$ cat src/rtl/id_ex_fwd.sv
// rtl/id_ex_fwd.sv - ID/EX pipeline register with EX operand forwarding and load-use hazard detection (option macro: ID_EX_FWD_FWD_EN)
module id_ex_fwd (
    input  logic        clk,
    input  logic        rst,
    input  logic        stall,
    input  logic        flush,
    input  logic        id_valid,
    input  logic        id_regDst,
    input  logic        id_aluSrc,
    input  logic        id_regWrite,
    input  logic        id_memRead,
    input  logic        id_memWrite,
    input  logic        id_memToReg,
    input  logic [4:0]  id_rs,
    input  logic [4:0]  id_rt,
    input  logic [4:0]  id_rd,
    input  logic [4:0]  id_shamt,
    input  logic [31:0] id_rsData,
    input  logic [31:0] id_rtData,
    input  logic [31:0] id_imm,
    input  logic [2:0]  id_aluCtl,
    input  logic        exmem_regWrite,
    input  logic [4:0]  exmem_rd,
    input  logic [31:0] exmem_result,
    input  logic        memwb_regWrite,
    input  logic [4:0]  memwb_rd,
    input  logic [31:0] memwb_data,
    output logic [2:0]  ctl,
    output logic [31:0] a,
    output logic [31:0] b,
    output logic [4:0]  shamt,
    output logic        ex_valid,
    output logic        ex_regWrite,
    output logic        ex_memRead,
    output logic        ex_memWrite,
    output logic        ex_memToReg,
    output logic [4:0]  ex_dest,
    output logic [31:0] ex_storeData,
    output logic        hazard_stall
);

    logic        valid_q, valid_d;
    logic        regwrite_q, regwrite_d;
    logic        memread_q, memread_d;
    logic        memwrite_q, memwrite_d;
    logic        memtoreg_q, memtoreg_d;
    logic        alusrc_q, alusrc_d;
    logic [2:0]  aluctl_q, aluctl_d;
    logic [4:0]  shamt_q, shamt_d;
    logic [4:0]  rs_q, rs_d;
    logic [4:0]  rt_q, rt_d;
    logic [4:0]  dest_q, dest_d;
    logic [31:0] rsdata_q, rsdata_d;
    logic [31:0] rtdata_q, rtdata_d;
    logic [31:0] imm_q, imm_d;

    logic        load_use;
    logic [31:0] rs_val;
    logic [31:0] rt_val;

    // Hazard detection: a load in EX whose destination is read by the instruction in ID
    always_comb begin
        load_use = valid_q && memread_q && (dest_q != 5'd0) && id_valid &&
                   ((dest_q == id_rs) || (dest_q == id_rt));
`ifdef ID_EX_FWD_FWD_EN
        hazard_stall = load_use;
`else
        // Without forwarding, any pending writer of a source register must drain first
        hazard_stall = load_use ||
            (id_valid && (id_rs != 5'd0) &&
             ((valid_q && regwrite_q && (dest_q == id_rs)) ||
              (exmem_regWrite && (exmem_rd == id_rs)))) ||
            (id_valid && (id_rt != 5'd0) &&
             ((valid_q && regwrite_q && (dest_q == id_rt)) ||
              (exmem_regWrite && (exmem_rd == id_rt))));
`endif
    end

    // Next state: flush beats stall, stall beats the hazard bubble, otherwise load from ID
    always_comb begin
        valid_d    = valid_q;
        regwrite_d = regwrite_q;
        memread_d  = memread_q;
        memwrite_d = memwrite_q;
        memtoreg_d = memtoreg_q;
        alusrc_d   = alusrc_q;
        aluctl_d   = aluctl_q;
        shamt_d    = shamt_q;
        rs_d       = rs_q;
        rt_d       = rt_q;
        dest_d     = dest_q;
        rsdata_d   = rsdata_q;
        rtdata_d   = rtdata_q;
        imm_d      = imm_q;
        if (flush || (!stall && hazard_stall)) begin
            // Bubble: only side-effecting control is cleared, data fields are left as-is
            valid_d    = 1'b0;
            regwrite_d = 1'b0;
            memread_d  = 1'b0;
            memwrite_d = 1'b0;
            memtoreg_d = 1'b0;
        end else if (!stall) begin
            valid_d    = id_valid;
            regwrite_d = id_valid && id_regWrite;
            memread_d  = id_valid && id_memRead;
            memwrite_d = id_valid && id_memWrite;
            memtoreg_d = id_valid && id_memToReg;
            alusrc_d   = id_aluSrc;
            aluctl_d   = id_aluCtl;
            shamt_d    = id_shamt;
            rs_d       = id_rs;
            rt_d       = id_rt;
            dest_d     = id_regDst ? id_rd : id_rt;
            rsdata_d   = id_rsData;
            rtdata_d   = id_rtData;
            imm_d      = id_imm;
        end
    end

    // ID/EX register bank, cleared asynchronously
    always_ff @(posedge clk or negedge rst) begin
        if (!rst) begin
            valid_q    <= 1'b0;
            regwrite_q <= 1'b0;
            memread_q  <= 1'b0;
            memwrite_q <= 1'b0;
            memtoreg_q <= 1'b0;
            alusrc_q   <= 1'b0;
            aluctl_q   <= 3'd0;
            shamt_q    <= 5'd0;
            rs_q       <= 5'd0;
            rt_q       <= 5'd0;
            dest_q     <= 5'd0;
            rsdata_q   <= 32'd0;
            rtdata_q   <= 32'd0;
            imm_q      <= 32'd0;
        end else begin
            valid_q    <= valid_d;
            regwrite_q <= regwrite_d;
            memread_q  <= memread_d;
            memwrite_q <= memwrite_d;
            memtoreg_q <= memtoreg_d;
            alusrc_q   <= alusrc_d;
            aluctl_q   <= aluctl_d;
            shamt_q    <= shamt_d;
            rs_q       <= rs_d;
            rt_q       <= rt_d;
            dest_q     <= dest_d;
            rsdata_q   <= rsdata_d;
            rtdata_q   <= rtdata_d;
            imm_q      <= imm_d;
        end
    end

    // Operand selection: the younger EX/MEM writer wins, register 0 is never bypassed
    always_comb begin
        rs_val = rsdata_q;
        rt_val = rtdata_q;
`ifdef ID_EX_FWD_FWD_EN
        if (exmem_regWrite && (exmem_rd != 5'd0) && (exmem_rd == rs_q)) begin
            rs_val = exmem_result;
        end else if (memwb_regWrite && (memwb_rd != 5'd0) && (memwb_rd == rs_q)) begin
            rs_val = memwb_data;
        end
        if (exmem_regWrite && (exmem_rd != 5'd0) && (exmem_rd == rt_q)) begin
            rt_val = exmem_result;
        end else if (memwb_regWrite && (memwb_rd != 5'd0) && (memwb_rd == rt_q)) begin
            rt_val = memwb_data;
        end
`endif
    end

`ifndef ID_EX_FWD_FWD_EN
    // Source register numbers and later-stage values only matter when bypassing is built in
    logic unused_fwd;
    assign unused_fwd = ^{rs_q, rt_q, exmem_result, memwb_regWrite, memwb_rd, memwb_data};
`endif

    assign a            = rs_val;
    assign b            = alusrc_q ? imm_q : rt_val;
    assign ex_storeData = rt_val;
    assign ctl          = aluctl_q;
    assign shamt        = shamt_q;
    assign ex_valid     = valid_q;
    assign ex_regWrite  = regwrite_q;
    assign ex_memRead   = memread_q;
    assign ex_memWrite  = memwrite_q;
    assign ex_memToReg  = memtoreg_q;
    assign ex_dest      = dest_q;

endmodule

$ cat config.mk
export PLATFORM = sky130hd
export DESIGN_NAME = id_ex_fwd
export DESIGN_NICKNAME = d
export VERILOG_FILES = /design/src/rtl/id_ex_fwd.sv
export SDC_FILE = /design/constraint.sdc
export NUM_CORES = 1
export LEC_CHECK = 0
export CORE_AREA = 2 2 123 125
export DETAILED_ROUTE_END_ITERATION = 8
export DIE_AREA = 0 0 125 127
export GPL_TIMING_DRIVEN = 0
export PLACE_DENSITY = 0.77
export SETUP_SLACK_MARGIN = 0.4
export SYNTH_ARGS = -nofsm -noshare
export SYNTH_HDL_FRONTEND = slang
export SYNTH_SLANG_ARGS = --single-unit
$ cat constraint.sdc
create_clock -name clk -period 7.1 [get_ports clk]
set_input_delay 1.42 -clock clk [delete_from_list [all_inputs] [get_ports clk]]
set_output_delay 1.42 -clock clk [all_outputs]
set_load 0.02 [all_outputs]
After elaboration in Yosys (flattened, before gate mapping)
Cells that the tools add are included.
{ "word_totals": {"wordCells": 60, "register_bits": 115, "n_memories": 0, "out_inout_bits": 115, "mem_bits_rw": 0, "latch_bits": 0, "rom_bits": 0} }
{ "classes": {"reduce_logical": 29, "eq_ne": 5, "addsub": 0, "multipliers": 0, "shift": 0, "div": 0, "magnitude_cmp": 0, "n_bitwise": 2, "mux": 12} }
{ "op_table": {"columns": ["operator", "n"], "rows": [
  ["2-to-1 mux 32 bit", 1],
  ["== test 5 bit", 4],
  ["logical AND 1 bit", 18],
  ["nonzero test 5 bit", 3],
  ["2-to-1 mux 1 bit", 10],
  ["logical OR 1 bit", 6],
  ["2-to-1 mux 5 bit", 1],
  ["inequality test 2 x 1 -> 1 bit (second input constant)", 1],
  ["NOT 1 bit", 2],
  ["AND reduction 2 bit", 1],
  ["zero test 1 bit", 1]
]} }

Depth between registers and ports, before layout
{ "depth": {"ltp_word": 10, "ltp_mapped": 9, "ltp_nobuf": 6} }

Least setup slack after synthesis
OpenSTA, ideal clock, no wires.
{ "synth_timing": {"path_kind": "input -> output", "from": "in id_rs[1]", "to": "out hazard_stall", "arrival_time_ns": 3.048, "path_slack_ns": 2.632, "required_ns": 5.680, "cell_stages": 7, "cell_sequence": "or4_1 -> o211ai_1 -> o22a_1 -> and3_1 -> buf_4 -> clkbuf_1 -> o21ai_0"} }
{ "synth_between": {"elab_chain_len": 6} }
{ "synth_lines": {"columns": ["element", "line_no", "source"], "rows": [
  ["from (decl)", "14", "input logic [4:0] id_rs,"],
  ["== test 5 bit (on tied branches)", "64, 71, 72", null],
  ["logical AND 1 bit (on tied branches)", "71, 72", null],
  ["logical OR 1 bit", "71", "((valid_q && regwrite_q && (dest_q == id_rs)) ||"],
  ["logical AND 1 bit", "70", "(id_valid && (id_rs != 5'd0) &&"],
  ["logical OR 1 bit (*)", "69", "hazard_stall = load_use ||"],
  ["logical OR 1 bit (*)", "72", "(exmem_regWrite && (exmem_rd == id_rs)))) ||"],
  ["to (decl)", "39", "output logic hazard_stall"]
]} }
Mark *: on every way between the ends. The rest lies on a longest branch, timed or not.

Final worst setup path
Same ends and word-level chain as after synthesis.

==> reports/qor.csv <==
stage;metric;value;unit
status;status;complete, no violations;
die;chipHeight;127;um
power;vdd_drop_max;0.000146;V
sta;slew_viol_final;0;
global_routing;grt_max_degree;93;
synthesis;syn_inst;336;
setup_path;path_cells;clkdlybuf4s50_1, or4_1, o211ai_1, o22a_1, and3_1, buf_4, clkbuf_1, o21ai_0, clkdlybuf4s50_1;
global_routing;antenna_found_initial;0;
finish;fill_cells;1119;
detailed_routing;post_drt_wl_per_cell;18.5;um
global_routing;overflow;0;
detailed_routing;via_count;3850;
global_routing;first_global_vias;4302;
place;io_buffers;249;
sta;relSlewSlack;48.1;%
setup_path;critPathMostFrequentCell;clkdlybuf4s50_1;
synthesis;synthArstFlopShare;100;%
sta;fin_setup_tns;0;ns
finish;final_cell_mix;clkdlybuf4s50_1 (248), dfrtp_1 (115), mux2_2 (87);
setup_path;reg2reg_depth;9;
sta;skew;0.00704;ns
die;die_w;125;um
finish;final_layout_size_suffix_gt1_share;29.8;%
cts;cts_tree;yes;
setup_path;cpMaxStageDelayCell;or4_1;
sta;hold_viol_final;0;
cts;clock-sinks;115;
finish;syn2layout_area_growth;63.9;%
synthesis;netlist_area;5240;um2
synthesis;ys_types;33;
cts;cts.reportedPaths.clkPinSlew;0.05;ns
sta;setup_viol_count_final;0;
synthesis;synth-warning-count;0;
setup_path;endpoint_kind;output port;
power;p_per_area;278;nW/um2
place;dp_cells;770;
setup_path;cp.buffers_inverters;4;
sta;worst_pin_slew;0.778;ns
finish;finalNetCount;811;
synthesis;synth_fp_nets;542;
detailed_routing;viasPerCell;4.80;
setup_path;path_delay_family;buffers and inverters;
cts;cts_setup_buffers;0;
setup_path;crit_required;5.68;ns
hold_path;hold_path_class;register to register;
sta;rsz0062_at_grt;false;
synthesis;synth-main-ff-cell;dfrtp_1;
cts;cts_root_buf;clkbuf_16;
synthesis;ys_seq_area_share;54.9;%
setup_path;critPathMaxStageDelay;0.59;ns
setup_path;criticalPathCategory;primary input to output port;
power;total_power;2.39;mW
sta;clock.fmax;0.177;GHz
global_routing;grt_usage;18.7;%
die;ios;321;
sta;hold-worst-slack;0.498;ns
die;coreArea;14400;um2
global_routing;grt_first_pass_wirelength;23200;um
detailed_routing;dr.pass1.iters;4;
power;total_leakage_power;3.66;nW
sta;post-route-period-util;79.6;%
detailed_routing;drtAntennaViolNets;0;
finish;mostFrequentLayoutCell;clkdlybuf4s50_1;
synthesis;synth.ff_latch_count;115;
sta;fin_crit;5.65;ns
cts;h-tree-depth;4;
detailed_routing;drt-initial-drc-count;153;
detailed_routing;drt-total-wl;14900;um
synthesis;synth_edf_count;0;
cts;cts_resized;0;
die;die_area;15900;um2
cts;postCtsHoldBufs;0;
die;initial_core_util;36.3;%
setup_path;path_max_fanout;10;
place;finalWeightedCongestion;0.931;
die;rows;44;
setup_path;worstPathArrival;4.23;ns
hold_path;hold_path_depth;1;
finish;post-route-util;59.5;%
job;max-cap-violations;0;
place;place_hpwl;11000;um
setup_path;startpoint_type;primary input;
finish;n_antenna_cell;0;
cts;clockBufferDepth;2;
finish;layout.cells.non_filler;802;
setup_path;cp.depth;9;
detailed_routing;drc;0;
synthesis;avgSynthCellArea;15.6;um2
cts;clk_latency;0.41;ns
cts;numCtsBuffers;17;
==> stage by stage <==
step / area [um2] / setup WS [ns]
6_report: 8590 / 1.45
5_1_grt: 8590 / 1.37
4_1_cts: 8590 / 1.49
3_5_place_dp: 7990 / 1.51
3_3_place_gp: 7960 / 0.195
2_1_floorplan: 5240 / 2.63
==> cell families (layout without fill, tap and decap cells) <==
logic type | count (synthesis) | count (layout) | share of synthesized area (%)
compound gates | 25 | 25 | 3.51
xor+xnor | 20 | 20 | 3.34
buf+inv | 19 | 301 | 2.41
flops | 115 | 115 | 54.9
mux | 142 | 142 | 34.0
simple gates | 15 | 15 | 1.82
==> sequential cells by signal (all words and copies together), names as in the netlist, 3 cells and up <==
| register | flops |
|---|---|
| a | 32 |
| imm_q | 32 |
| ex_storeData | 32 |
| ctl | 3 |
| ex_dest | 5 |
| shamt | 5 |
==> area by class of cell <==
cell class                 count  area, um2  area share, %
sequential                   115       2880           33.5
timing repair buffer         250       2520           29.4
multi-input combinational    202       2230           26.0
clock buffer                  25        526           6.12
tap                          184        230           2.68
buffer                        19        126           1.47
clock inverter                 7       70.1          0.816
==> synth_stat cells, types with 2 or more instances <==
master,instances,area (um2)
nand4_1,2,12.5
xnor2_1,11,96.3
mux2i_1,5,50.1
buf_6,6,67.6
a21oi_1,5,25.0
dfrtp_1,115,2880
a31oi_1,5,31.3
o21a_1,2,15.0
nor2_1,2,7.51
xor2_1,9,78.8
mux2_2,87,980
clkbuf_1,6,22.5
buf_2,5,25.0
and3_1,2,12.5
o2111ai_1,2,17.5
or4_1,3,22.5
a22o_1,4,35.0
mux2_4,50,751
==> layer usage <==
layer  vias up  global-route usage (%)  share of wire (%)
li1       1758                       -                  -
met1      1885                    21.7                 40
met2       177                    31.6                 50
met3        30                    6.45                7.9
met4         0                    7.91                2.5
met5         -                       0                  0
==> final timing paths <==
| kind | endpoint | from | slack [ns] |
|---|---|---|---|
| max | hazard_stall | id_rs[1] | 1.45 |
| min in group asynchronous | shamt[4] | rst | 0.87 |
| max in group asynchronous | a[28] | rst | 5.48 |
| min | imm_q[7] | imm_q[7] | 0.50 |
| min reg2reg | imm_q[7] | imm_q[7] | 0.50 |
| max reg2reg | imm_q[20] | ex_dest[1] | 4.57 |
==> power breakdown <==
| group | internal (mW) | total (mW) | switching, mW |
|---|---|---|---|
| sequential | 0.756 | 0.823 | 0.0666 |
| clock | 0.545 | 0.837 | 0.292 |
| combinational | 0.417 | 0.727 | 0.310 |
No activity file was read; power rests on OpenSTA's default activity.
